### config.mk
export PLATFORM = sky130hd
export DESIGN_NAME = obi_mem_responder
export DESIGN_NICKNAME = d
export VERILOG_FILES = /design/src/rtl/obi_mem_responder.sv
export SDC_FILE = /design/constraint.sdc
export NUM_CORES = 1
export LEC_CHECK = 0
export ABC_AREA = 1
export BUFFER_PORTS_ARGS = -buffer_cell sky130_fd_sc_hd__buf_2
export CAP_MARGIN = 10
export CORE_MARGIN = 1.5
export CORE_UTILIZATION = 48
export CTS_CLUSTER_SIZE = 28
export DETAILED_ROUTE_END_ITERATION = 6
export GPL_TIMING_DRIVEN = 0
export MAX_ROUTING_LAYER = met4
export PLACE_DENSITY = 0.86
export SLEW_MARGIN = 30
export SYNTH_ARGS = -nofsm -noshare
export SYNTH_HDL_FRONTEND = slang
export SYNTH_SLANG_ARGS = --single-unit
### constraint.sdc
create_clock -name clk_i -period 3 [get_ports clk_i]
set_input_delay 0.45 -clock clk_i [delete_from_list [all_inputs] [get_ports clk_i]]
set_output_delay 0.45 -clock clk_i [all_outputs]
set_load 0.02 [all_outputs]
### src/rtl/obi_mem_responder.sv
// Memory-side OBI responder: turns free random stimulus into legal gnt/rvalid/rdata per channel,
// with bounded stalls, an outstanding limit, in-order responses and a sticky requester checker.
module obi_mem_responder #(
    parameter int NUM_CH           = 2,
    parameter int DW               = 32,
    parameter int MAX_OUTSTANDING  = 2,
    parameter int MAX_GNT_STALL    = 3,
    parameter int MAX_RVALID_STALL = 3,
    parameter int RDATA_MODE       = 0
) (
    input  logic                 clk_i,
    input  logic                 rst_ni,
    input  logic [NUM_CH-1:0]    req_i,
    input  logic [NUM_CH*DW-1:0] addr_i,
    input  logic [NUM_CH-1:0]    we_i,
    input  logic [NUM_CH-1:0]    rand_gnt_i,
    input  logic [NUM_CH-1:0]    rand_rvalid_i,
    input  logic [NUM_CH*DW-1:0] rand_rdata_i,
    output logic [NUM_CH-1:0]    gnt_o,
    output logic [NUM_CH-1:0]    rvalid_o,
    output logic [NUM_CH*DW-1:0] rdata_o,
    output logic [NUM_CH*4-1:0]  outstanding_o,
    output logic [NUM_CH-1:0]    err_o
);

    localparam int GW = (MAX_GNT_STALL > 0) ? $clog2(MAX_GNT_STALL + 1) : 1;
    localparam int RW = (MAX_RVALID_STALL > 0) ? $clog2(MAX_RVALID_STALL + 1) : 1;
    localparam int PW = (MAX_OUTSTANDING > 1) ? $clog2(MAX_OUTSTANDING) : 1;

    function automatic logic [PW-1:0] ptr_inc(input logic [PW-1:0] p);
        return (p == PW'(MAX_OUTSTANDING - 1)) ? '0 : p + PW'(1);
    endfunction

    for (genvar c = 0; c < NUM_CH; c++) begin : g_ch
        logic [3:0]    cnt_q, cnt_d;
        logic [GW-1:0] gstall_q, gstall_d;
        logic [RW-1:0] rstall_q, rstall_d;
        logic [PW-1:0] wptr_q, wptr_d, rptr_q, rptr_d;
        logic [DW:0]   fifo_q [MAX_OUTSTANDING];
        logic [DW:0]   head;
        logic          pend_q, prev_we_q, err_q, viol;
        logic [DW-1:0] prev_addr_q, addr;
        logic          req, we, gnt, rvalid, full;

        assign req  = req_i[c];
        assign we   = we_i[c];
        assign addr = addr_i[c*DW +: DW];
        assign head = fifo_q[rptr_q];

        // Full looks only at the registered count: a same-cycle response never frees a slot.
        assign full   = cnt_q >= 4'(MAX_OUTSTANDING);
        assign gnt    = rst_ni & req & ~full &
                        (rand_gnt_i[c] | (gstall_q == GW'(MAX_GNT_STALL)));
        assign rvalid = rst_ni & (|cnt_q) &
                        (rand_rvalid_i[c] | (rstall_q == RW'(MAX_RVALID_STALL)));

        // A stalled request must be held with identical address and direction.
        assign viol = pend_q & (~req | (addr != prev_addr_q) | (we != prev_we_q));

        always_comb begin
            cnt_d    = cnt_q;
            gstall_d = gstall_q;
            rstall_d = rstall_q;
            wptr_d   = wptr_q;
            rptr_d   = rptr_q;
            if (gnt && !rvalid) begin
                cnt_d = cnt_q + 4'd1;
            end else if (!gnt && rvalid) begin
                cnt_d = cnt_q - 4'd1;
            end
            if (!req || gnt) begin
                gstall_d = '0;
            end else if (gstall_q != GW'(MAX_GNT_STALL)) begin
                gstall_d = gstall_q + GW'(1);
            end
            if (!(|cnt_q) || rvalid) begin
                rstall_d = '0;
            end else if (rstall_q != RW'(MAX_RVALID_STALL)) begin
                rstall_d = rstall_q + RW'(1);
            end
            if (gnt) begin
                wptr_d = ptr_inc(wptr_q);
            end
            if (rvalid) begin
                rptr_d = ptr_inc(rptr_q);
            end
        end

        always_ff @(posedge clk_i or negedge rst_ni) begin
            if (!rst_ni) begin
                cnt_q       <= '0;
                gstall_q    <= '0;
                rstall_q    <= '0;
                wptr_q      <= '0;
                rptr_q      <= '0;
                pend_q      <= 1'b0;
                prev_addr_q <= '0;
                prev_we_q   <= 1'b0;
                err_q       <= 1'b0;
                for (int i = 0; i < MAX_OUTSTANDING; i++) begin
                    fifo_q[i] <= '0;
                end
            end else begin
                cnt_q       <= cnt_d;
                gstall_q    <= gstall_d;
                rstall_q    <= rstall_d;
                wptr_q      <= wptr_d;
                rptr_q      <= rptr_d;
                pend_q      <= req & ~gnt;
                prev_addr_q <= addr;
                prev_we_q   <= we;
                err_q       <= err_q | viol;
                if (gnt) begin
                    fifo_q[wptr_q] <= {we, addr};
                end
            end
        end

        assign gnt_o[c]              = gnt;
        assign rvalid_o[c]           = rvalid;
        assign err_o[c]              = err_q;
        assign outstanding_o[c*4 +: 4] = cnt_q;
        // Write responses carry no data in either mode.
        assign rdata_o[c*DW +: DW]   = (!rvalid || head[DW]) ? '0 :
                                       (RDATA_MODE != 0) ? head[DW-1:0] :
                                       rand_rdata_i[c*DW +: DW];
    end

endmodule
======== After elaboration in Yosys (flattened, before gate mapping) ========
Index checks and enable logic that the tools add are counted.
word-level totals
  register bits after elaboration ......... 222
  output and inout bits ................... 78
operators by class
  add/subtract/negate cells ............... 12
  order comparisons ....................... 8
  equality and inequality tests ........... 12
  muxes and demuxes ....................... 30
  bitwise operators ....................... 34
  reduce and logical (&&, ||, !) cells .... 28
operator list
  kind                                                  number
  two-way mux 33 bit                                    8
  bitwise mux 66 bit                                    2
  demux 33 bit (select 1 bit)                           2
  two-way mux 32 bit                                    2
  != test 32 bit                                        2
  two-way mux 2 bit                                     8
  two-way mux 4 bit                                     4
  bitwise AND 1 bit                                     14
  nonzero test 2 bit                                    6
  OR 1 bit                                              10
  adder 2 x 1 -> 2 bit (second input constant)          4
  adder 4 x 1 -> 4 bit (second input constant)          2
  equality test 2 bit (second input constant)           4
  >= comparator 2 bit (second input constant)           4
  >= comparator 4 x 2 -> 1 bit (second input constant)  2
  zero test 1 bit                                       8
  != test 2 bit (second input constant)                 4
  inverter 1 -> 2 bit                                   4
  OR reduction 4 bit                                    2
  subtractor 4 x 1 -> 4 bit (second input constant)     2
  logical AND 1 bit                                     6
  logical OR 1 bit                                      6
  inverter 1 bit                                        6
  adder 1 bit (second input constant)                   4
  other kinds (3)                                       8

======== Logic depth before layout (Yosys ltp) ========
  depth after elaboration ................. 8
  mapped depth ............................ 13
  gate-level depth less buffers ........... 13

======== Worst setup path after synthesis ========
Ideal clock, no wire load.
  kind .................................... register to register
  from .................................... reg g_ch[0].gstall_q[0]
  to ...................................... reg g_ch[0].cnt_q[3]
  library setup time ...................... 65 ps
  data arrival time ....................... 2072 ps
  data required time ...................... 2935 ps
  slack ................................... 863 ps
  cell stages (with the launch flop) ...... 14
  buffers on the path ..................... 0
  cells stage by stage .................... dfrtp_1 ha_1 nor2_1 nor3_1 nand3_1 inv_1 ha_1 inv_1 ha_1 a21o_1 a21oi_1 xor2_1 nand2_1 nand2_1
on the way
  word-level cells in the longest chain between the ends .. 6
  elaborated cells between the ends (all ways) .. 8
ends and longest elaborated chain
  item                                 RTL line  source
  start, declared                      36        logic [GW-1:0] gstall_q, gstall_d;
  start signal, assigned               105       gstall_q <= gstall_d;
  equality test 2 bit (*)              53        (rand_gnt_i[c] | (gstall_q == GW'(MAX_GNT_STALL)));
  OR 1 bit (*)                         53
  bitwise AND 1 bit (*)                52        assign gnt = rst_ni & req & ~full &
  net g_ch[0].gnt                      43        logic req, we, gnt, rvalid, full;
  zero test 1 bit                      68        end else if (!gnt && rvalid) begin
  logical AND 1 bit                    68
  nonzero test 2 bit (no source line)  n/a
  end signal, assigned                 104       cnt_q <= cnt_d;
  end, declared                        35        logic [3:0] cnt_q, cnt_d;
The timed path passes the listed nets; every way through them passes the cells marked *.
A chain may end at the register's enable or synchronous reset.

======== Worst setup path after layout ========
  from .................................... in rst_ni
  to ...................................... reg g_ch[0].cnt_q[3]
on the way
  word-level cells in the longest chain between the ends .. 6
  elaborated cells between the ends (all ways) .. 11
ends and longest elaborated chain
  item                                 RTL line  source
  start, declared                      12        input logic rst_ni,
  bitwise AND 1 bit (*) (3 in a row)   52
  net g_ch[0].gnt                      43
  zero test 1 bit                      68
  logical AND 1 bit                    68
  nonzero test 2 bit (no source line)  n/a
Marked as above.

==> flow_summary.ini <==
[critical_path]
timing.rr.end = g_ch[0].cnt_q[3]
required_ns = 3.28
arrival_ns = 2.84
start_kind = input pin
path_delay_family = buffers and inverters
crit_top_cell = inv_1
worst_path_max_delay_cell = ha_1
crit_fanout = 56
reg2reg_depth = 13
worstPathCellList = buf_6 > buf_16 > inv_1 > nor3_1 > nand3_1 > inv_1 > ha_1 > inv_1 > ha_1 > a21o_1 > a21oi_1 > xor2_1 > nand2_1 > nand2_1
crit_buf_inv = 5
slowest_delay_ns = 0.28
r2r-start = g_ch[0].gstall_q[0]
cp-end-kind = flip-flop
worstSetupPathType = in2reg
r2r_slack_ns = 0.51

[timing]
rsz0062_at_grt = false
fin_crit_ns = 2.56
max_freq_mhz = 391
slew_violations = 0
slew_headroom_pct = 72.3
fin_crit_sh_pct = 85.3
worst_pin_slew_ns = 0.414
clock-skew-final_ns = 0.0121
setup_viol = 0
finalHoldViolations = 0

[pwr]
pwr-share-clk_pct = 19.7
internal_power_w = 0.00240
pwr-share-comb_pct = 38.6
power_density_nw_per_um2 = 617
power.share.sequential_pct = 41.7
swShare_pct = 38.9
peakVddDrop_mv = 0.375
p_switching_w = 0.00153
p_leak_nw = 4.02

[logic_synthesis]
synthSimpleGateAreaFrac_pct = 22.2
yosysSeqAreaShare_pct = 48.3
synth_nets = 782
synth-compound-area-share_pct = 3.49
syn_area_um2 = 4870
synth_top_family_by_area = simple AND/OR/NAND/NOR gates
synthAdderAreaFrac_pct = 3.39
avgSynthCellArea_um2 = 7.71
ys_ff_latch = 94
synth-xor-area-share_pct = 6.65
synthMuxAreaShare_pct = 1.05
synth_cells = 632
yosysTopAreaCell = dfrtp_1
synth.distinct_cells = 21
netlist.area_leader.share_pct = 48.3
synth_area_leaders = dfrtp_1 (48%), inv_1 (13%), nand2_1 (11%), nor2_1 (9.6%), xnor2_1 (3.8%)
ys_warn_count = 0

[floorplan]
initial_utilization_pct = 49.6
die_y_um = 104
die_area_um2 = 10800
core_area_um2 = 9820
die_w_um = 104
rows = 36
boundaryPins = 216

[clock_tree]
cts_setup_buffers = 0
cts_tree = done
h-tree-depth = 3
clock_latency_ns = 0.35
cts_inserted_buffers = 9
cts_buffer_depth = 2
cts_root_buffer = clkbuf_8
path_clk_slew_ns = 0.10
clock-sinks = 94

[drt]
firstDrtPassIters = 5
via_per_inst = 4.30
post_drt_wl_per_cell_um = 10.9
drc = 0
wl_um = 10900
final_antenna_net_count = 0
dr.first_iter.drc_count = 141
vias = 4294

[layout]
finalInstanceArea_um2 = 6360
drive_above_1_share_pct = 29.1
stdcell_count = 999
fin_nets = 1011
diodes = 0
area_growth_pct = 30.5
n_fill_cell = 852

[grt]
grt_pass1_vias = 4206
gr-total-overflow = 0
grt_max_degree = 57
antenna_found_initial = 0
grt_use_total_pct = 21.3
grt_pass1_wl_um = 18200

[placed_design]
place_area_um2 = 6150
port_buffers = 215
place.gp.congestion = 0.777
dp_hpwl_um = 8820
post-place-cells = 981

[run]
drv_cap = 0

[min_path]
hp-class = in2async

[outcome]
status = finished clean
-- worst reg2reg max path: cells and delay by family, from the launching register on --
kind	cells	cell delay [ns]
flip-flops	1	0.39
AND/OR/NAND/NOR	5	0.52
adder cells (fa/ha/maj)	3	0.73
buffers and inverters	2	0.27
AO/OA/AOI/OAI	2	0.35
XOR/XNOR	1	0.18
-- worst max-delay path by stage --
stage                        startpoint               end  slack [ns]  cells past startpoint
finish                           rst_ni  g_ch[0].cnt_q[3]        0.44                     14
global route                     rst_ni  g_ch[0].cnt_q[3]        0.24                     14
CTS                              rst_ni  g_ch[0].cnt_q[3]        0.44                     14
detailed placement               rst_ni  g_ch[0].cnt_q[3]       -0.23                     14
global placement                 rst_ni  g_ch[0].cnt_q[3]       -1.46                     13
floorplan           g_ch[0].gstall_q[0]  g_ch[0].cnt_q[3]        0.86                     13
-- per-stage QoR --
| stage | hold slack, ns | setup WS [ns] | power, W | setup TNS [ns] | util [%] |
|---|---|---|---|---|---|
| after CTS | 0.0186 | 0.441 | 0.00398 | 0 | 64.8 |
| final | 0.0313 | 0.441 | 0.00392 | 0 | 64.8 |
| after floorplan | 0.154 | 0.863 | 0.00267 | 0 | - |
| after global placement | 0.430 | -1.46 | 0.00311 | -83.21 | 62.3 |
| after detailed placement | 0.378 | -0.226 | 0.00318 | -0.375 | 62.6 |
| after global routing | 0.0206 | 0.244 | 0.00420 | 0 | 64.8 |
-- registers in the layout (all words and copies together) (netlist names) --
name and count:
g_ch.wptr_q 2, g_ch.gstall_q 4, g_ch.prev_addr_q 64, g_ch.rptr_q 2
g_ch.cnt_q 8, g_ch.prev_we_q 2, g_ch.rstall_q 4, g_ch.err_q 2
g_ch.pend_q 2, g_ch.fifo_q 4
-- cell usage after synthesis --
cell,n
xor2_1,16
dfrtp_1,94
nand3_1,12
buf_6,6
o21ai_0,22
nor3_2,1
inv_1,163
fa_1,2
xnor2_1,21
o211ai_4,2
nand2_1,138
nor3_1,2
ha_1,10
inv_2,2
mux2_2,1
a21o_1,1
buf_4,6
a21oi_1,2
mux2i_1,4
nor2_1,125
nand2_2,2
-- final cells by class --
| type | instances | area, um^2 | share of cell area (%) |
|---|---|---|---|
| sequential | 94 | 2350 | 37.0 |
| multi-input combinational | 361 | 1790 | 28.2 |
| inverter | 165 | 619 | 9.74 |
| buffer | 12 | 113 | 1.77 |
| clock buffer | 10 | 128 | 2.01 |
| timing repair buffer | 218 | 1140 | 17.9 |
| clock inverter | 6 | 51.3 | 0.807 |
| tap | 133 | 166 | 2.62 |
-- layer usage --
| layer | share of wire, % | up-vias | GRT usage (%) |
|---|---|---|---|
| met3 | 6.7 | 8 | 6.10 |
| met5 | 0 | - | - |
| met2 | 53 | 126 | 39.0 |
| li1 | - | 2252 | - |
| met1 | 40 | 1908 | 22.4 |
| met4 | 1.0 | 0 | 5.46 |
-- power by group through the flow --
stage | registers, W | clock network [W] | logic (W)
final | 0.00163 | 0.000773 | 0.00152
after global routing | 0.00166 | 0.000853 | 0.00168
after CTS | 0.00164 | 0.000810 | 0.00153
after detailed placement | 0.00166 | 0 | 0.00152
after global placement | 0.00164 | 0 | 0.00146
after floorplan | 0.00169 | 0 | 0.000978
-- cells by family (layout without fill, tap and decap cells) --
family,count (synthesis),count (layout)
AOI/OAI and AO/OA,27,27
buffers and inverters,177,411
and+or+nand+nor,280,280
muxes,5,5
adders and majority gates,12,12
DFF,94,94
xor gates and xnor gates,37,37
-- layout by cell type, fill, tap and decap left out, types with 2 or more instances in the layout --
master	instances
buf_6	7
xnor2_1	21
nor3_1	2
dfrtp_1	94
a21oi_1	2
clkbuf_8	9
fa_1	2
nand2_1	138
o21ai_0	22
xor2_1	16
ha_1	10
inv_6	3
inv_2	2
mux2i_1	4
nand2_2	2
inv_1	163
nand3_1	12
o211ai_4	2
nor2_1	125
buf_4	6
buf_2	214
-- repair_timing --
| item | 4_1_cts | 5_1_grt |
|---|---|---|
| hold buffers | 2 | 0 |
| hold endpoints to repair | 32 | 0 |
| setup endpoints to repair | 0 | 0 |
| resized for setup | 0 | 0 |
(Power assumes the default switching activity.)
